==> config.mk <==
export PLATFORM = sky130hd
export DESIGN_NAME = alu_decode_queue
export DESIGN_NICKNAME = d
export VERILOG_FILES = /design/src/rtl/alu_decode_queue_pkg.sv /design/src/rtl/alu_decode_queue_decoder.sv /design/src/rtl/alu_decode_queue.sv
export SDC_FILE = /design/constraint.sdc
export NUM_CORES = 1
export LEC_CHECK = 0
export BUFFER_PORTS_ARGS = -buffer_cell sky130_fd_sc_hd__buf_4
export CAP_MARGIN = 10
export CORE_MARGIN = 1
export CORE_UTILIZATION = 46
export CTS_CLUSTER_SIZE = 24
export DETAILED_ROUTE_END_ITERATION = 16
export GPL_TIMING_DRIVEN = 1
export PLACE_DENSITY_LB_ADDON = 0.05
export SYNTH_ARGS = -nofsm -noshare
export SYNTH_HDL_FRONTEND = slang
export SYNTH_SLANG_ARGS = --single-unit
==> constraint.sdc <==
create_clock -name clk -period 1.75 [get_ports clk]
set_input_delay 0.0875 -clock clk [delete_from_list [all_inputs] [get_ports clk]]
set_output_delay 0.0875 -clock clk [all_outputs]
set_load 0.01 [all_outputs]
==> src/rtl/alu_decode_queue_pkg.sv <==
// Shared ALU encodings: control codes, alu_op classes and the R-type opcode.
// Used by the ALU datapath and by the decode queue.
package alu_decode_queue_pkg;

    localparam logic [3:0] ALU_AND  = 4'b0000;
    localparam logic [3:0] ALU_OR   = 4'b0001;
    localparam logic [3:0] ALU_ADD  = 4'b0010;
    localparam logic [3:0] ALU_SUB  = 4'b0110;
    localparam logic [3:0] ALU_PASS = 4'b1111;

    typedef enum logic [1:0] {
        ALUOP_MEM    = 2'b00,
        ALUOP_BRANCH = 2'b01,
        ALUOP_ARITH  = 2'b10,
        ALUOP_PASS   = 2'b11
    } alu_op_e;

    localparam logic [6:0] OPCODE_RTYPE = 7'b0110011;

    typedef struct packed {
        logic [3:0] control;
        logic       illegal;
    } decoded_t;

endpackage

==> src/rtl/alu_decode_queue_decoder.sv <==
// Combinational alu_op/funct decode into an ALU control code plus illegal flag.
module alu_op_decoder
    import alu_decode_queue_pkg::*;
(
    input  logic [1:0] alu_op,
    input  logic [6:0] opcode,
    input  logic [2:0] funct3,
    input  logic       funct7b5,
    output logic [3:0] control,
    output logic       illegal
);

    always_comb begin
        control = ALU_PASS;
        illegal = 1'b0;
        case (alu_op_e'(alu_op))
            ALUOP_MEM:    control = ALU_ADD;
            ALUOP_BRANCH: control = ALU_SUB;
            ALUOP_PASS:   control = ALU_PASS;
            ALUOP_ARITH: begin
                case (funct3)
                    3'b000:  control = (opcode == OPCODE_RTYPE && funct7b5) ? ALU_SUB : ALU_ADD;
                    3'b110:  control = ALU_OR;
                    3'b111:  control = ALU_AND;
                    default: begin
                        control = ALU_PASS;
                        illegal = 1'b1;
                    end
                endcase
            end
            default: control = ALU_PASS;
        endcase
    end

endmodule

==> src/rtl/alu_decode_queue.sv <==
// Decode-at-push FIFO: stores decoded {control, illegal} pairs and presents the head
// to the ALU stage with a valid/ready handshake on both sides.
module alu_decode_queue
    import alu_decode_queue_pkg::*;
#(
    parameter int DEPTH = 2
) (
    input  logic       clk,
    input  logic       rst,
    input  logic       in_valid,
    output logic       in_ready,
    input  logic [1:0] alu_op,
    input  logic [6:0] opcode,
    input  logic [2:0] funct3,
    input  logic       funct7b5,
    output logic       out_valid,
    input  logic       out_ready,
    output logic [3:0] control,
    output logic       illegal
);

    localparam int PW = $clog2(DEPTH);
    localparam int CW = PW + 1;

    decoded_t          mem [DEPTH];
    decoded_t          dec;
    logic [PW-1:0]     wptr;
    logic [PW-1:0]     rptr;
    logic [CW-1:0]     count;
    logic              push;
    logic              pop;

    alu_op_decoder u_dec (
        .alu_op   (alu_op),
        .opcode   (opcode),
        .funct3   (funct3),
        .funct7b5 (funct7b5),
        .control  (dec.control),
        .illegal  (dec.illegal)
    );

    assign in_ready  = (count < CW'(DEPTH));
    assign out_valid = (count != '0);
    assign push      = in_valid && in_ready;
    assign pop       = out_valid && out_ready;

    // Head comes straight from storage; an empty queue shows the idle PASS code.
    assign control = out_valid ? mem[rptr].control : ALU_PASS;
    assign illegal = out_valid ? mem[rptr].illegal : 1'b0;

    always_ff @(posedge clk or posedge rst) begin
        if (rst) begin
            wptr  <= '0;
            rptr  <= '0;
            count <= '0;
        end else begin
            if (push)
                wptr <= wptr + PW'(1);
            if (pop)
                rptr <= rptr + PW'(1);
            case ({push, pop})
                2'b10:   count <= count + CW'(1);
                2'b01:   count <= count - CW'(1);
                default: count <= count;
            endcase
        end
    end

    // Storage needs no reset: entries are only observed while count covers them.
    always_ff @(posedge clk) begin
        if (push)
            mem[wptr] <= dec;
    end

endmodule

==> results.py <==
metrics = {
    "setup_path": {
        "required_ns": 1.94,
        "crit_type": "reg -> reg",
        "cp_slowest_cell": "dfrtp_1",
        "crit_family": "simple AND/OR/NAND/NOR gates",
        "arrival_ns": 1.69,
        "cpMostUsedCell": "nor2_1",
        "crit_chain": "nor2_1 > inv_2 > and2_1 > ha_1 > nor2_1 > xnor2_1",
        "max_stage_delay_ns": 0.41,
        "cp-start-kind": "flop",
        "endpoint_kind": "flop",
        "cp_max_fo": 6,
        "cp.buffers_inverters": 1,
    },
    "grt": {
        "grt_use_total": 0.175,
        "grt_pass1_vias": 437,
        "grt.overflow.total": 0,
        "grt_start_max_net_pins": 9,
        "antenna_found_initial": 0,
        "grt_pass1_wl_mm": 1.77,
    },
    "die": {
        "die-area_um2": 1610,
        "fp.coreArea_um2": 1330,
        "die_x_um": 40.1,
        "pin_count": 24,
        "die_h_um": 40.1,
        "start_util": 0.501,
        "num_rows": 13,
    },
    "place": {
        "gp_congestion": 0.673,
        "dpl_worst_slack_ns": 0.230,
        "dpl.hpwl_um": 919,
        "io_buffers": 23,
        "dpl_cell_area_um2": 855,
    },
    "power": {
        "power.total_uw": 1220,
        "p_leak_uw": 0.000390,
        "powerDensity_nw_per_um2": 1370,
        "irDropWorstVdd_mv": 0.701,
    },
    "clock_network": {
        "clk_path_buf_depth": 2,
        "clock-root-buffer": "clkbuf_4",
        "postCtsSetupBuffers": 0,
        "cts_buffers": 3,
        "cts_tree": "yes",
        "clk_pin_slew_ns": 0.09,
        "numClockSinks": 14,
        "htree_levels": 1,
        "clock_latency_ns": 0.27,
    },
    "timing": {
        "period_share": 0.859,
        "rsz0062_at_grt": "no",
        "relSlewSlack": 0.702,
        "setup_violations": 0,
        "tightest_slew_ns": 0.445,
        "fin_worst_skew_ns": 0.0119,
        "fin_crit_ns": 1.50,
        "setup_tns_ns": 0,
        "maxSlewViolCount": 0,
        "fmax_mhz": 665,
        "hold_viol": 0,
        "whs_ns": 0.117,
        "finalWorstSetupSlack_ns": 0.247,
    },
    "final_layout": {
        "fin_area_um2": 891,
        "fillers": 108,
        "mostFrequentLayoutCells": "23 x buf_4, 10 x edfxtp_1, 7 x nand2_1",
        "fin_nets": 101,
        "area_growth_pct": 33.3,
        "layout-drive-gt1-share": 0.354,
        "antennaDiodeCount": 0,
        "final_common_cell": "buf_4",
    },
    "route": {
        "drt_iter0_drc": 8,
        "dr.pass1.iters": 3,
        "drc": 0,
        "vias_per_cell": 4.99,
        "ant_nets": 0,
        "detail_route.wirelength_mm": 1.12,
        "wl_per_cell_um": 11.5,
        "num_vias": 484,
    },
    "synth": {
        "synth_cells": 55,
        "yosysSeqAreaShare": 0.599,
        "syn_avg_cell_area_um2": 12.1,
        "synth.distinct_cells": 22,
        "syn-cell-area_um2": 668,
        "ys_warn_count": 0,
        "syn_nets": 73,
        "synth_seq_cells": 14,
    },
    "min_path": {
        "hold_class": "in -> reg",
    },
    "run_status": {
        "status": "finished, final reports clean",
    },
    "run": {
        "maxCapViolCount": 0,
    },
}
flip-flops by register name, indices dropped and copies added (netlist names):
register,count
mem,10
rptr,1
count,2
wptr,1
area by class of cell:
cell class / instances / area (um^2) / area share
Inverter: 4 / 15.0 / 0.0169
Tap cell: 15 / 18.8 / 0.0211
Timing Repair Buffer: 24 / 183 / 0.205
Multi-Input combinational cell: 36 / 248 / 0.278
Clock buffer: 4 / 26.3 / 0.0295
Sequential cell: 14 / 400 / 0.449
per-layer routing:
layer	track usage	wire length [um]	vias up
met2	0.298	537	23
met5	0	0	-
li1	-	-	247
met4	0.0259	0	0
met3	0.0667	86	0
met1	0.211	495	214
worst reg2reg max path, delay by kind of cell (launching register included):
| kind | cells | cell delay (ns) |
|---|---|---|
| adder cells (fa/ha/maj) | 1 | 0.31 |
| XOR/XNOR | 1 | 0.12 |
| AND/OR/NAND/NOR | 3 | 0.51 |
| flip-flops | 1 | 0.41 |
| buffers and inverters | 1 | 0.09 |
timing repair:
| item | CTS | global route |
|---|---|---|
| gates resized for setup | 0 | 0 |
| endpoints found under the hold margin | 4 | 0 |
| hold buffers | 1 | 0 |
synthesized netlist by cell type, drive strengths merged:
cell	number	area, um^2
edfxtp	10	300
nand2	7	26.3
nor2	6	22.5
mux2i	5	50.1
dfrtp	4	100
inv	4	15.0
xnor2	4	35.0
a21oi	2	10.0
or3	2	17.5
a31oi	1	6.26
and2	1	6.26
and3	1	6.26
buf	1	5.00
ha	1	12.5
nand3	1	5.00
nand4b	1	8.76
nand4bb	1	11.3
nor3	1	5.00
o41ai	1	16.3
xor2	1	8.76
metrics by stage:
stage | std cells | utilization
5_1_grt | 97 | 0.668
6_report | 97 | 0.668
4_1_cts | 97 | 0.668
2_1_floorplan | 55 | -
3_3_place_gp | 92 | 0.641
3_5_place_dp | 92 | 0.641
power by group:
group	leakage [uW]	switching [uW]	total (uW)	internal (uW)
Clock	0.0000150	94.4	183	88.2
Sequential	0.000137	73.4	529	455
Combinational	0.000239	240	511	270
Total	0.000390	408	1220	814
final timing paths:
check | cells past startpoint | to | start | slack, ns
worst min-delay path | 3 | mem[1][3] | alu_op[0] | 0.12
min in group asynchronous | 3 | rptr | rst | 0.25
worst min register to register | 1 | wptr | wptr | 0.50
worst max register to register | 6 | count[1] | count[0] | 0.25
max in group asynchronous | 3 | count[0] | rst | 1.34
worst max-delay path | 6 | count[1] | count[0] | 0.25
cells by family after synthesis:
family,count (synthesis),share of synthesized area
AOI/OAI and AO/OA,4,0.0487
buffers and inverters,5,0.0299
adders and majority gates,1,0.0187
and+or+nand+nor,21,0.163
muxes,5,0.0749
DFF,14,0.599
xor gates and xnor gates,5,0.0655
No activity file was read; power rests on OpenSTA's default activity.
